==> src/rtl/seq_detect_ctrl.sv <==
// Run-controlled serial pattern matcher: programmable pattern/length, overlap mode and match limit.
// Optional SEQ_DETECT_CTRL_TIMEOUT_EN adds a per-run inactivity timeout (cfg_timeout / timeout).
module seq_detect_ctrl #(
  parameter int PAT_W = 8,
  parameter int LEN_W = 4,
  parameter int CNT_W = 8
`ifdef SEQ_DETECT_CTRL_TIMEOUT_EN
  ,
  parameter int TO_W  = 16
`endif
) (
  input  logic             clk,
  input  logic             rst,
  input  logic             start,
  input  logic             abort,
  input  logic [PAT_W-1:0] cfg_pattern,
  input  logic [LEN_W-1:0] cfg_len,
  input  logic             cfg_overlap,
  input  logic [CNT_W-1:0] cfg_limit,
`ifdef SEQ_DETECT_CTRL_TIMEOUT_EN
  input  logic [TO_W-1:0]  cfg_timeout,
  output logic             timeout,
`endif
  input  logic             in_valid,
  input  logic             in_bit,
  output logic             in_ready,
  output logic             busy,
  output logic             detect,
  output logic             done,
  output logic             cfg_err,
  output logic [CNT_W-1:0] match_count
);

  typedef enum logic [1:0] {IDLE, ARM, SCAN, DONE} state_t;

  state_t             state;
  logic [PAT_W-1:0]   hist;
  logic [LEN_W-1:0]   fill;
  logic [PAT_W-1:0]   sh_pat;
  logic [LEN_W-1:0]   sh_len;
  logic               sh_ovl;
  logic [CNT_W-1:0]   sh_lim;
`ifdef SEQ_DETECT_CTRL_TIMEOUT_EN
  logic [TO_W-1:0]    sh_to;
  logic [TO_W-1:0]    to_cnt;
  logic [TO_W-1:0]    to_nxt;
  logic               to_hit;
`endif

  logic               len_ok;
  logic               accept;
  logic [PAT_W-1:0]   hist_nxt;
  logic [LEN_W-1:0]   fill_nxt;
  logic [PAT_W-1:0]   mask;
  logic               hit;
  logic [CNT_W-1:0]   cnt_inc;
  logic               lim_hit;

  always_comb begin
    len_ok   = (cfg_len != '0) && (cfg_len <= LEN_W'(PAT_W));
    accept   = (state == SCAN) && in_valid;
    hist_nxt = {hist[PAT_W-2:0], in_bit};
    fill_nxt = (fill >= LEN_W'(PAT_W)) ? LEN_W'(PAT_W) : fill + 1'b1;
    mask     = '0;
    for (int i = 0; i < PAT_W; i++) mask[i] = (i < int'(sh_len));
    // Only the low len bits take part; older history is don't-care.
    hit      = accept && (fill_nxt >= sh_len) && (((hist_nxt ^ sh_pat) & mask) == '0);
    cnt_inc  = (match_count == '1) ? match_count : match_count + 1'b1;
    lim_hit  = hit && (sh_lim != '0) && (cnt_inc == sh_lim);
`ifdef SEQ_DETECT_CTRL_TIMEOUT_EN
    to_nxt   = to_cnt + 1'b1;
    to_hit   = !hit && (sh_to != '0) && (to_nxt == sh_to);
`endif
  end

  always_ff @(posedge clk) begin
    if (rst) begin
      state       <= IDLE;
      in_ready    <= 1'b0;
      busy        <= 1'b0;
      detect      <= 1'b0;
      done        <= 1'b0;
      cfg_err     <= 1'b0;
      match_count <= '0;
      hist        <= '0;
      fill        <= '0;
      sh_pat      <= '0;
      sh_len      <= '0;
      sh_ovl      <= 1'b0;
      sh_lim      <= '0;
`ifdef SEQ_DETECT_CTRL_TIMEOUT_EN
      sh_to       <= '0;
      to_cnt      <= '0;
      timeout     <= 1'b0;
`endif
    end else begin
      detect  <= 1'b0;
      done    <= 1'b0;
      cfg_err <= 1'b0;
`ifdef SEQ_DETECT_CTRL_TIMEOUT_EN
      timeout <= 1'b0;
`endif
      case (state)
        IDLE: begin
          if (start) begin
            if (len_ok) begin
              sh_pat      <= cfg_pattern;
              sh_len      <= cfg_len;
              sh_ovl      <= cfg_overlap;
              sh_lim      <= cfg_limit;
              match_count <= '0;
              hist        <= '0;
              fill        <= '0;
`ifdef SEQ_DETECT_CTRL_TIMEOUT_EN
              sh_to       <= cfg_timeout;
              to_cnt      <= '0;
`endif
              state       <= ARM;
              busy        <= 1'b1;
            end else begin
              cfg_err <= 1'b1;
            end
          end
        end
        ARM: begin
          if (abort) begin
            state <= IDLE;
            busy  <= 1'b0;
          end else begin
            state    <= SCAN;
            in_ready <= 1'b1;
          end
        end
        SCAN: begin
          if (accept) begin
            hist <= hist_nxt;
            fill <= (hit && !sh_ovl) ? '0 : fill_nxt;
          end
          if (hit) begin
            detect      <= 1'b1;
            match_count <= cnt_inc;
          end
`ifdef SEQ_DETECT_CTRL_TIMEOUT_EN
          to_cnt <= hit ? '0 : to_nxt;
`endif
          // Abort wins over limit: the run ends without a done pulse.
          if (abort) begin
            state    <= IDLE;
            in_ready <= 1'b0;
            busy     <= 1'b0;
          end else if (lim_hit) begin
            state    <= DONE;
            done     <= 1'b1;
            in_ready <= 1'b0;
            busy     <= 1'b0;
`ifdef SEQ_DETECT_CTRL_TIMEOUT_EN
          end else if (to_hit) begin
            state    <= IDLE;
            timeout  <= 1'b1;
            in_ready <= 1'b0;
            busy     <= 1'b0;
`endif
          end
        end
        DONE: state <= IDLE;
        default: state <= IDLE;
      endcase
    end
  end

endmodule

==> config.mk <==
export PLATFORM = sky130hd
export DESIGN_NAME = seq_detect_ctrl
export DESIGN_NICKNAME = d
export VERILOG_FILES = /design/src/rtl/seq_detect_ctrl.sv
export SDC_FILE = /design/constraint.sdc
export NUM_CORES = 1
export LEC_CHECK = 0
export BUFFER_PORTS_ARGS = -buffer_cell sky130_fd_sc_hd__buf_2
export CAP_MARGIN = 10
export CORE_ASPECT_RATIO = 0.8
export CORE_MARGIN = 2
export CORE_UTILIZATION = 45
export CTS_BUF_LIST = sky130_fd_sc_hd__clkbuf_8 sky130_fd_sc_hd__clkbuf_16
export DETAILED_ROUTE_END_ITERATION = 6
export GPL_TIMING_DRIVEN = 0
export HOLD_SLACK_MARGIN = 0.05
export PLACE_DENSITY = 0.76
export SLEW_MARGIN = 10
export SYNTH_ARGS = -nofsm -noshare
export SYNTH_HDL_FRONTEND = slang
export SYNTH_SLANG_ARGS = --single-unit
export TNS_END_PERCENT = 20
==> constraint.sdc <==
create_clock -name clk -period 6 [get_ports clk]
set_input_delay 1.2 -clock clk [delete_from_list [all_inputs] [get_ports clk]]
set_output_delay 1.2 -clock clk [all_outputs]
set_load 0.02 [all_outputs]
After elaboration in Yosys (flattened, before gate mapping) --
Index checks and enable logic that the tools add are counted.
Word-level totals: flip-flop bits (word level) 47, logic and storage cells 97, input bits 27, output and inout bits 13
Operators by class: bitwise operators 5, muxes and demuxes 30, $lt $le $gt $ge 11, equal/unequal tests 12, $add $sub $neg 2, reductions and logical operators 24
Operators with widths (count):
- $mux 8 | 4
- $mux 4 | 5
- $lt 3x4->1 const A | 4
- $pmux 8 s2 | 1
- $pmux 7 s2 | 1
- $ne 2x2->1 const B | 6
- $mux 2 | 5
- $mux 1 | 9
- $reduce_and 3->1 | 3
- $add 8x1->8 const B | 1
- $and 8x8->8 | 1
- $eq 8x8->1 | 1
- $eq 8x8->1 const B | 1
- $logic_not 8->1 | 1
- $lt 1x4->1 const A | 2
- $lt 2x4->1 const A | 2
- $pmux 2 s4 | 1
- $pmux 4 s2 | 1
- $reduce_and 4->1 | 2
- $reduce_bool 8->1 | 1
- $xor 8x8->8 | 1
- $logic_and 1x1->1 | 7
- $mux 7 | 1
- $reduce_or 3->1 | 2
- other kinds (17) | 21

Logic depth before layout (Yosys ltp) --
Gate-level depths: netlist of the first run.
word-level depth 10, gate-level depth with buffers 11, mapped depth without buffers 10

Worst setup path before layout of the first run --
OpenSTA, ideal clock, no wires.
kind input -> register, start point input port in_bit, end point register match_count[0], required time 5886 ps, library setup time 114 ps, arrival time 2700 ps, setup slack 3186 ps, stages on the path 8, buffers on the path 1, path through xnor2_1 > o211ai_1 > a221oi_1 > o211ai_1 > a21oi_1 > buf_2 > a21oi_1 > a21o_1
Between the ends: word-level cells in the longest chain between the ends 6
Ends and longest elaborated chain:
- start, declared | RTL line 25 | input logic in_bit,
- $xor 8x8->8 | RTL line 67 | hit = accept && (fill_nxt >= sh_len) && (((hist_nxt ^ sh_pat) & mask) == '0);
- $and 8x8->8 | RTL line 67
- $logic_not 8->1 | RTL line 67
- $logic_and 1x1->1 | RTL line 67
- $ne 2x2->1 (no line)
- $reduce_and 4->1 (no line)
- end signal, assigned | RTL line 141 | match_count <= cnt_inc;
- end, declared | RTL line 31 | output logic [CNT_W-1:0] match_count
No other way between the ends. A chain may end at the register's enable or synchronous reset.

Worst setup path after layout of the first run --
start point register match_count[0], end point register busy
Between the ends: word-level cells in the longest chain between the ends 6, elaborated cells on any way between the ends 7
Ends and longest elaborated chain:
- $add 8x1->8 / $eq 8x8->1 (equally long branches) | RTL line 68 | cnt_inc = (match_count == '1) ? match_count : match_count + 1'b1;
- $mux 8 (*) | RTL line 68
- $eq 8x8->1 (*) | RTL line 69 | lim_hit = hit && (sh_lim != '0) && (cnt_inc == sh_lim);
- $logic_and 1x1->1 (*) | RTL line 69
- $ne 3x3->1 (no line) (*)
- $reduce_and 5->1 (no line) (*)
- end signal, assigned | RTL line 80 | busy <= 1'b0;
- end signal, assigned | RTL line 119 | busy <= 1'b1;
- end signal, assigned | RTL line 128 | busy <= 1'b0;
- end, declared | RTL line 27 | output logic busy,
Mark *: on every way between the ends. The rest lies on a longest branch, timed or not.

==> impl_metrics.env, run 1 <==
export IMPL_n_antenna_cell=0
export IMPL_seq_area_um2=941
export IMPL_powerDensity_mw_per_mm2=232
export IMPL_hold_viol=0
export IMPL_cts_resized=0
export IMPL_cp_startpoint="match_count[0]"
export IMPL_ir_drop_uv=137
export IMPL_reg2reg_from="match_count[0]"
export IMPL_drt_pass1_iterations=4
export IMPL_min_from="sh_pat[7]"
export IMPL_num_vias=2487
export IMPL_multi_input_area_mm2=0.00152
export IMPL_slew_viol_final=0
export IMPL_p_leak_nw=1.16
export IMPL_num_rows=24
export IMPL_comb_power_share_pct=18.8
export IMPL_worst_pin_slew_ns=0.775
export IMPL_cts_buffers=5
export IMPL_fin_crit_sh_pct=50.6
export IMPL_antenna_found_initial=0
export IMPL_async_reset_ff_share_pct=0
export IMPL_dp_slack_ns=2.65
export IMPL_place_hpwl_um=4810
export IMPL_seq_area_frac_synth_pct=36.2
export IMPL_fillers=553
export IMPL_io_pins=40
export IMPL_grt_overflow=0
export IMPL_dieArea_mm2=0.00641
export IMPL_synth_area_leaders="dfxtp_1 (36%), nand2_1 (9.2%), a21oi_1 (7.5%)"
export IMPL_crit_arrival_ns=3.23
export IMPL_synth_top_area_share_pct=36.2
export IMPL_htree_num_levels=2
export IMPL_clock_latency_ns=0.31
export IMPL_fmax_mhz=330
export IMPL_rsz0062_at_grt="no"
export IMPL_p_sw_mw=0.201
export IMPL_met1_usage_pct=31.5
export IMPL_cts_tree="yes"
export IMPL_synth_edff_count=0
export IMPL_status="completed"
export IMPL_synth_top_flop_cell="dfxtp_1"
export IMPL_ant_nets=0
export IMPL_drc=0
export IMPL_cts_hold_buf=0
export IMPL_layout_setup_ws_ns=2.97
export IMPL_cp_start_kind="flip-flop"
export IMPL_cts_buffer_depth=2
export IMPL_via_per_inst=5.49
export IMPL_clockRootBuffer="clkbuf_8"
export IMPL_cts_clk_slew_worst_paths_ns=0.09
export IMPL_netlist_instances=329
export IMPL_swShare_pct=28.9
export IMPL_hold_path_class="flip-flop to flip-flop"
export IMPL_p_int_mw=0.494
export IMPL_max_slew_margin_rel_pct=47.0
export IMPL_min_period_ns=3.03
export IMPL_gp_congestion=0.964
export IMPL_die_height_um=72.0
export IMPL_wl_per_cell_um=14.2
export IMPL_io_buffers=39
export IMPL_top_usage_layer="met2"
export IMPL_synth_area_mm2=0.00260
export IMPL_finalSetupViolations=0
export IMPL_final_common_cell="nand2_1"
export IMPL_coreArea_mm2=0.00553
export IMPL_grt_usage_pct=21.4
export IMPL_worstPathRequired_ns=6.20
export IMPL_synth_cell_type_count=55
export IMPL_seq_power_share_pct=48.8
export IMPL_grt_pass1_vias=2273
export IMPL_grt_use_met2_pct=31.6
export IMPL_cp_max_fo=10
export IMPL_syn_to_final_growth_pct=15.2
export IMPL_yosysWarnings=0
export IMPL_layout_nets=412
export IMPL_post_cts_buffers=0
export IMPL_cts_num_sinks=47
export IMPL_max_cap_viol_count=0
export IMPL_syn_nets=366
export IMPL_synth_seq_cells=47
export IMPL_totalWireLength_um=6440
export IMPL_avgSynthCellArea_um2=7.91
export IMPL_die_w_um=89.0
export IMPL_use_met3_pct=4.89
export IMPL_total_power_mw=0.695
export IMPL_start_util_pct=47.1
export IMPL_grt_max_degree=14
export IMPL_yosys_area_top_type="dfxtp_1"
export IMPL_drtIter0Drc=169
export IMPL_worst_setup_path_type="flip-flop to flip-flop"
export IMPL_grt_pass1_wl_um=10800
export IMPL_pwr_share_clk_pct=32.4
export IMPL_endpoint_kind="flip-flop"
export IMPL_finClkSkew_ns=0.00814
export IMPL_layout_common_cells="nand2_1 (64), dfxtp_1 (47), buf_2 (41)"
export IMPL_fin_setup_tns_ns=0
export IMPL_drive_above_1_share_pct=15.7
path summary, 6_finish.rpt:
check        depth (start not counted)        end  slack (ns)
max                                 10       busy        2.97
min                                  2  sh_pat[7]        0.47
max reg2reg                         10       busy        2.97
min reg2reg                          2  sh_pat[7]        0.47
Yosys cell counts, drive strengths merged (2+ instances only):
library cell,count
o211ai,5
a311oi,2
nor3,9
nand2,64
a21oi,40
nor2,14
xor2,4
inv,14
a211oi,5
a221oi,2
o21a,2
o21ai,9
ha,10
or3,2
nor2b,3
xnor2,12
o21bai,2
dfxtp,47
buf,6
a21o,3
and2,2
nand2b,6
nand4,4
clkbuf,11
a22o,4
nand3,14
a31oi,5
o211a,2
a2111oi,2
and3,7
flip-flops by register name (all words and copies together), names as in the netlist:
register / flops
in_ready: 1
cfg_err: 1
done: 1
sh_pat: 8
state: 2
fill: 4
match_count: 8
sh_ovl: 1
detect: 1
busy: 1
sh_len: 4
sh_lim: 8
hist: 7
cells by family (layout without fill, tap and decap cells):
group / after synthesis / count (layout) / synth area share (%)
and+or+nand+nor: 132 / 132 / 24.3
AOI/OAI and AO/OA: 93 / 93 / 23.9
DFF: 47 / 47 / 36.2
buffers and inverters: 31 / 77 / 5.43
xor gates and xnor gates: 16 / 16 / 5.38
adders and majority gates: 10 / 10 / 4.81
metal layers:
| metal | wire [um] | vias to the layer above | share of wire [%] |
|---|---|---|---|
| li1 | - | 1263 | - |
| met1 | 3190 | 1132 | 50 |
| met2 | 2740 | 82 | 43 |
| met3 | 421 | 10 | 6.5 |
| met4 | 90 | 0 | 1.4 |
| met5 | 0 | - | 0 |
area by class of cell:
type                            instances  area share (%)
Clock buffer                            5            2.30
Timing Repair Buffer                   39            6.51
Sequential cell                        47            31.4
Multi-Input combinational cell        251            50.7
Tap cell                               78            3.26
Buffer                                 17            2.96
Inverter                               14            1.75
Clock inverter                          2            1.13
power groups by stage:
stage	clock network [mW]	logic, mW	registers (mW)
2_1_floorplan	0	0.0863	0.347
3_3_place_gp	0	0.125	0.346
3_5_place_dp	0	0.128	0.346
4_1_cts	0.228	0.130	0.339
5_1_grt	0.240	0.148	0.341
6_report	0.226	0.130	0.339
per-stage QoR:
step | utilization, % | hold WS (ns) | std cells | area, um^2
final | 54.3 | 0.473 | 453 | 3000
after global routing | 54.3 | 0.490 | 453 | 3000
after CTS | 54.3 | 0.473 | 453 | 3000
after detailed placement | 52.4 | 0.461 | 446 | 2900
after global placement | 52.4 | 0.454 | 446 | 2900
after floorplan | - | 0.437 | 329 | 2600
worst max-delay path, cell delays in order, from the launching register on:
cell	delay [ns]
dfxtp_1	0.51
ha_1	0.22
buf_6	0.14
and4_4	0.22
buf_6	0.12
nand3_1	0.10
and3_1	0.19
a2111oi_1	0.55
nand4bb_1	0.33
or3_1	0.43
o211a_1	0.12
Note: power is estimated with default switching activity, not from simulation.
==> inputs of run 2 (changes only) <==
Settings changed: PLACE_DENSITY 0.76 to 0.78.
Clock period 6 ns to 2.7 ns, I/O delays scaled along.
==> run 2 against run 1 <==
  * Sequential share of layout area down 0.95 points
  * Cell area is 4.1% higher
  * Worst setup slack lost 2.9 ns
  * Sequential cell count stayed put
  * Critical path depth decreased by 3
  * Via count increased by 3.9%
  * Global-route usage decreased by 0.25 points
  * Hold slack lost 0.023 ns
  * Clock power increased by 94%
  * Die area stayed put
  * Highest routed layer unchanged
==> impl_metrics.env, run 2 (synthesis results as in run 1) <==
export IMPL_worstPathRequired_ns=2.93
export IMPL_slowest_delay_ns=0.53
export IMPL_grt_max_degree=16
export IMPL_rsz0062_at_grt="yes"
export IMPL_dieArea_mm2=0.00641
export IMPL_endpoint_kind="flip-flop"
export IMPL_cts_num_sinks=47
export IMPL_n_antenna_cell=0
export IMPL_hold_path_class="input pin to flip-flop"
export IMPL_reg_top3="match_count x8, sh_lim x8, sh_pat x8"
export IMPL_path_cells="nand3_1 -> o211ai_1 -> o21ai_0 -> xnor2_1 -> or3b_1 -> or4b_4 -> o211ai_1"
export IMPL_crit_arrival_ns=2.91
export IMPL_fin_setup_tns_ns=0
export IMPL_worst_setup_path_type="flip-flop to flip-flop"
export IMPL_clock_latency_ns=0.31
export IMPL_drive_above_1_share_pct=21.0
export IMPL_layout_nets=422
export IMPL_fin_area_mm2=0.00312
export IMPL_cts_hold_buf=0
export IMPL_place_hpwl_um=4920
export IMPL_coreArea_mm2=0.00553
export IMPL_fin_cells=464
export IMPL_cts_tree="yes"
export IMPL_num_vias=2583
export IMPL_max_cap_viol_count=0
export IMPL_min_period_ns=2.68
export IMPL_die_height_um=72.0
export IMPL_ant_nets=0
export IMPL_cts_buffers=5
export IMPL_drc=0
export IMPL_max_slew_margin_rel_pct=52.4
export IMPL_wl_per_cell_um=14.6
export IMPL_final_common_cell="nand2_1"
export IMPL_total_power_mw=1.50
export IMPL_fmax_mhz=373
export IMPL_clockRootBuffer="clkbuf_8"
export IMPL_grt_usage_pct=21.2
export IMPL_placed_area_mm2=0.00290
export IMPL_cts_clk_slew_worst_paths_ns=0.09
export IMPL_slew_viol_final=0
export IMPL_finalSetupViolations=0
export IMPL_grt_overflow=0
export IMPL_num_rows=24
export IMPL_cp_max_fo=9
export IMPL_die_w_um=89.0
export IMPL_critPathBufInv=0
export IMPL_grt_pass1_vias=2310
export IMPL_path_delay_family="simple AND/OR/NAND/NOR gates"
export IMPL_p_leak_nw=1.20
export IMPL_fin_crit_sh_pct=99.2
export IMPL_gp_congestion=0.922
export IMPL_cp_start_kind="flip-flop"
export IMPL_dp_cells=446
export IMPL_drt_pass1_iterations=4
export IMPL_drtIter0Drc=241
export IMPL_grt_pass1_wl_um=10700
export IMPL_io_buffers=39
export IMPL_path_depth=7
export IMPL_hold_viol=0
export IMPL_cp_common_cell="o211ai_1"
export IMPL_antenna_found_initial=0
export IMPL_worst_pin_slew_ns=0.714
export IMPL_start_util_pct=47.1
export IMPL_ir_drop_uv=249
export IMPL_status="completed"
export IMPL_layout_common_cells="nand2_1 (64), dfxtp_1 (44), buf_2 (40)"
export IMPL_io_pins=40
export IMPL_powerDensity_mw_per_mm2=480
export IMPL_totalWireLength_um=6790
export IMPL_via_per_inst=5.57
export IMPL_finClkSkew_ns=0.00703
export IMPL_ff2ff_path_depth=7
export IMPL_syn_to_final_growth_pct=19.9
export IMPL_worst_path_max_delay_cell="or4b_4"
export IMPL_htree_num_levels=2
export IMPL_cts_buffer_depth=2
export IMPL_hold_path_depth=3
## run 2: repair_timing
item                       4_1_cts  5_1_grt
gates resized for setup          7        8
setup endpoints to repair        5       17
hold endpoints to repair         0        0
setup buffers                    5        5
pin swaps                        5        7
## run 2: final cells by class
type | instances | area (um^2)
Clock buffer | 5 | 68.8
Clock inverter | 3 | 18.8
Multi-Input combinational cell | 251 | 1570
Buffer | 17 | 91.3
Tap cell | 78 | 97.6
Fill cell | 543 | 2400
Timing Repair Buffer | 49 | 270
Sequential cell | 47 | 950
Inverter | 14 | 52.6
## run 2: per-layer routing
layer	global-route usage, %	share of wire [%]	vias up
met3	3.64	7.7	10
met4	6.63	1.3	0
li1	-	-	1285
met5	0	0	-
met1	31.5	47	1183
met2	31.3	44	105
## run 2: worst paths after layout
check	start	to	slack (ns)
max	match_count[6]	state[1]	0.02
min	cfg_limit[4]	sh_lim[4]	0.45
max reg2reg	match_count[6]	state[1]	0.02
min reg2reg	sh_pat[2]	sh_pat[2]	0.47
## run 2: tightest hold or removal path, stage by stage
cell and delay (ns):
buf_2 0.09, nand2_1 0.04, a21oi_1 0.05
## run 2: per-stage QoR
stage               setup WS, ns  hold WS, ns  utilization, %
floorplan                 0.0622        0.437               -
global placement          -0.252        0.454            52.4
detailed placement        -0.224        0.460            52.4
CTS                      0.00248        0.454            55.0
global route             -0.0494        0.461            56.5
finish                    0.0209        0.450            56.5
## run 2: where the power goes
| group | switching (mW) | internal (mW) | total [mW] | leakage [nW] |
|---|---|---|---|---|
| clock | 0.256 | 0.183 | 0.439 | 0.0483 |
| combinational | 0.189 | 0.116 | 0.306 | 0.770 |
| sequential | 0.0289 | 0.723 | 0.752 | 0.384 |
==> inputs of run 3 (changes only) <==
Settings changed: BUFFER_PORTS_ARGS -buffer_cell sky130_fd_sc_hd__buf_2 to -buffer_cell sky130_fd_sc_hd__buf_4.
==> run 3 against run 2 <==
  * Utilization rose by 1.6 points
  * Critical path depth increased by 2
  * Clock-buffer cell count stayed put
  * Global-route usage increased by 0.39 points
  * Routed wire length up 0.59%
  * Via count rose by 0.50%
  * Die area unchanged
  * Sequential power is essentially flat
==> impl_metrics.env, run 3 (synthesis results as in run 1) <==
export IMPL_drtIter0Drc=187
export IMPL_totalWireLength_um=6830
export IMPL_final_common_cell="nand2_1"
export IMPL_slew_viol_final=0
export IMPL_io_pins=40
export IMPL_antenna_found_initial=0
export IMPL_grt_pass1_vias=2355
export IMPL_cts_buffer_depth=2
export IMPL_fin_setup_tns_ns=0
export IMPL_ir_drop_uv=311
export IMPL_drc=0
export IMPL_grt_usage_pct=21.6
export IMPL_total_power_mw=1.48
export IMPL_max_slew_margin_rel_pct=48.1
export IMPL_layout_setup_ws_ns=0.0942
export IMPL_reg_top3="match_count x8, sh_lim x8, sh_pat x8"
export IMPL_num_vias=2596
export IMPL_worst_pin_slew_ns=0.759
export IMPL_via_per_inst=5.59
export IMPL_cts_buffers=5
export IMPL_p_leak_nw=1.22
export IMPL_layout_nets=422
export IMPL_ant_nets=0
export IMPL_drive_above_1_share_pct=20.2
export IMPL_cts_num_sinks=47
export IMPL_drt_pass1_iterations=4
export IMPL_num_rows=24
export IMPL_start_util_pct=47.1
export IMPL_fmax_mhz=384
export IMPL_endpoint_kind="flip-flop"
export IMPL_io_buffers=39
export IMPL_cp_start_kind="flip-flop"
export IMPL_cp_max_fo=6
export IMPL_crit_arrival_ns=2.82
export IMPL_powerDensity_mw_per_mm2=462
export IMPL_max_cap_viol_count=0
export IMPL_worstPathRequired_ns=2.91
export IMPL_htree_num_levels=2
export IMPL_clockRootBuffer="clkbuf_8"
export IMPL_dp_slack_ns=-0.203
export IMPL_clock_latency_ns=0.30
export IMPL_die_height_um=72.0
export IMPL_syn_to_final_growth_pct=23.3
export IMPL_hold_viol=0
export IMPL_layout_common_cells="nand2_1 (64), buf_4 (52), dfxtp_1 (44)"
export IMPL_path_cells="ha_4 -> and4_4 -> buf_6 -> a21oi_4 -> xnor2_1 -> o2111a_1 -> or3b_1 -> or4b_4 -> o211ai_1"
export IMPL_path_delay_family="simple AND/OR/NAND/NOR gates"
export IMPL_fin_crit_sh_pct=96.5
export IMPL_finalSetupViolations=0
export IMPL_grt_pass1_wl_um=11000
export IMPL_finClkSkew_ns=0.0117
export IMPL_grt_max_degree=15
export IMPL_cts_tree="yes"
export IMPL_dieArea_mm2=0.00641
export IMPL_cts_clk_slew_worst_paths_ns=0.09
export IMPL_slowest_delay_ns=0.56
export IMPL_wl_per_cell_um=14.7
export IMPL_fin_util_pct=58.1
export IMPL_die_w_um=89.0
export IMPL_min_period_ns=2.61
export IMPL_coreArea_mm2=0.00553
export IMPL_gp_congestion=0.925
export IMPL_critPathBufInv=1
export IMPL_status="completed"
export IMPL_grt_overflow=0
export IMPL_n_antenna_cell=0
export IMPL_place_hpwl_um=4940
export IMPL_hold_path_class="input pin to flip-flop"
export IMPL_worst_setup_path_type="flip-flop to flip-flop"
export IMPL_worst_path_max_delay_cell="or4b_4"
==> run 3: changes by cell type in the layout (fill, tap and decap cells not counted), sizes merged <==
| cell | delta |
|---|---|
| clkinv | -1 |
| buf | +1 |
| clkbuf | -1 |
| clkinvlp | +1 |
==> run 3: routing by layer <==
| layer | vias up | routed length (um) | GRT usage, % | part of all wire, % |
|---|---|---|---|---|
| met3 | 9 | 485 | 4.66 | 7.1 |
| met4 | 0 | 78 | 5.80 | 1.1 |
| li1 | 1284 | - | - | - |
| met5 | - | 0 | 0 | 0 |
| met1 | 1200 | 3290 | 31.9 | 48 |
| met2 | 103 | 2970 | 31.9 | 43 |
==> run 3: layout make-up <==
| cell class | count | area, um^2 |
|---|---|---|
| fill | 531 | 2320 |
| multi-input combinational | 251 | 1570 |
| sequential | 47 | 950 |
| timing repair buffer | 50 | 373 |
| tap | 78 | 97.6 |
| buffer | 16 | 80.1 |
| clock buffer | 5 | 68.8 |
| inverter | 14 | 52.6 |
| clock inverter | 3 | 16.3 |
==> run 3: through the flow <==
step,instances,hold slack (ns),instance area (um^2)
after floorplan,329,0.437,2600
after global placement,446,0.454,2990
after detailed placement,446,0.462,2990
after CTS,455,0.427,3100
after global routing,464,0.431,3210
final,464,0.435,3210
==> run 3: what timing repair did <==
item                                    in CTS  in global routing
hold buffers                                 0                  0
gates resized for setup                      5                  9
setup buffers                                1                 10
endpoints found under the setup margin       8                 17
endpoints found under the hold margin        0                  0
pin swaps                                    2                  9
==> run 3: power by group <==
group | internal [mW] | switching [mW]
combinational | 0.127 | 0.187
clock | 0.178 | 0.237
sequential | 0.723 | 0.0298
total | 1.03 | 0.453
==> run 3: path summary, 6_finish.rpt <==
kind         cells after the start            from  slack [ns]         to
max                              9  match_count[1]        0.09   state[1]
min                              2           abort        0.43       done
max reg2reg                      9  match_count[1]        0.09   state[1]
min reg2reg                      2       sh_pat[7]        0.47  sh_pat[7]
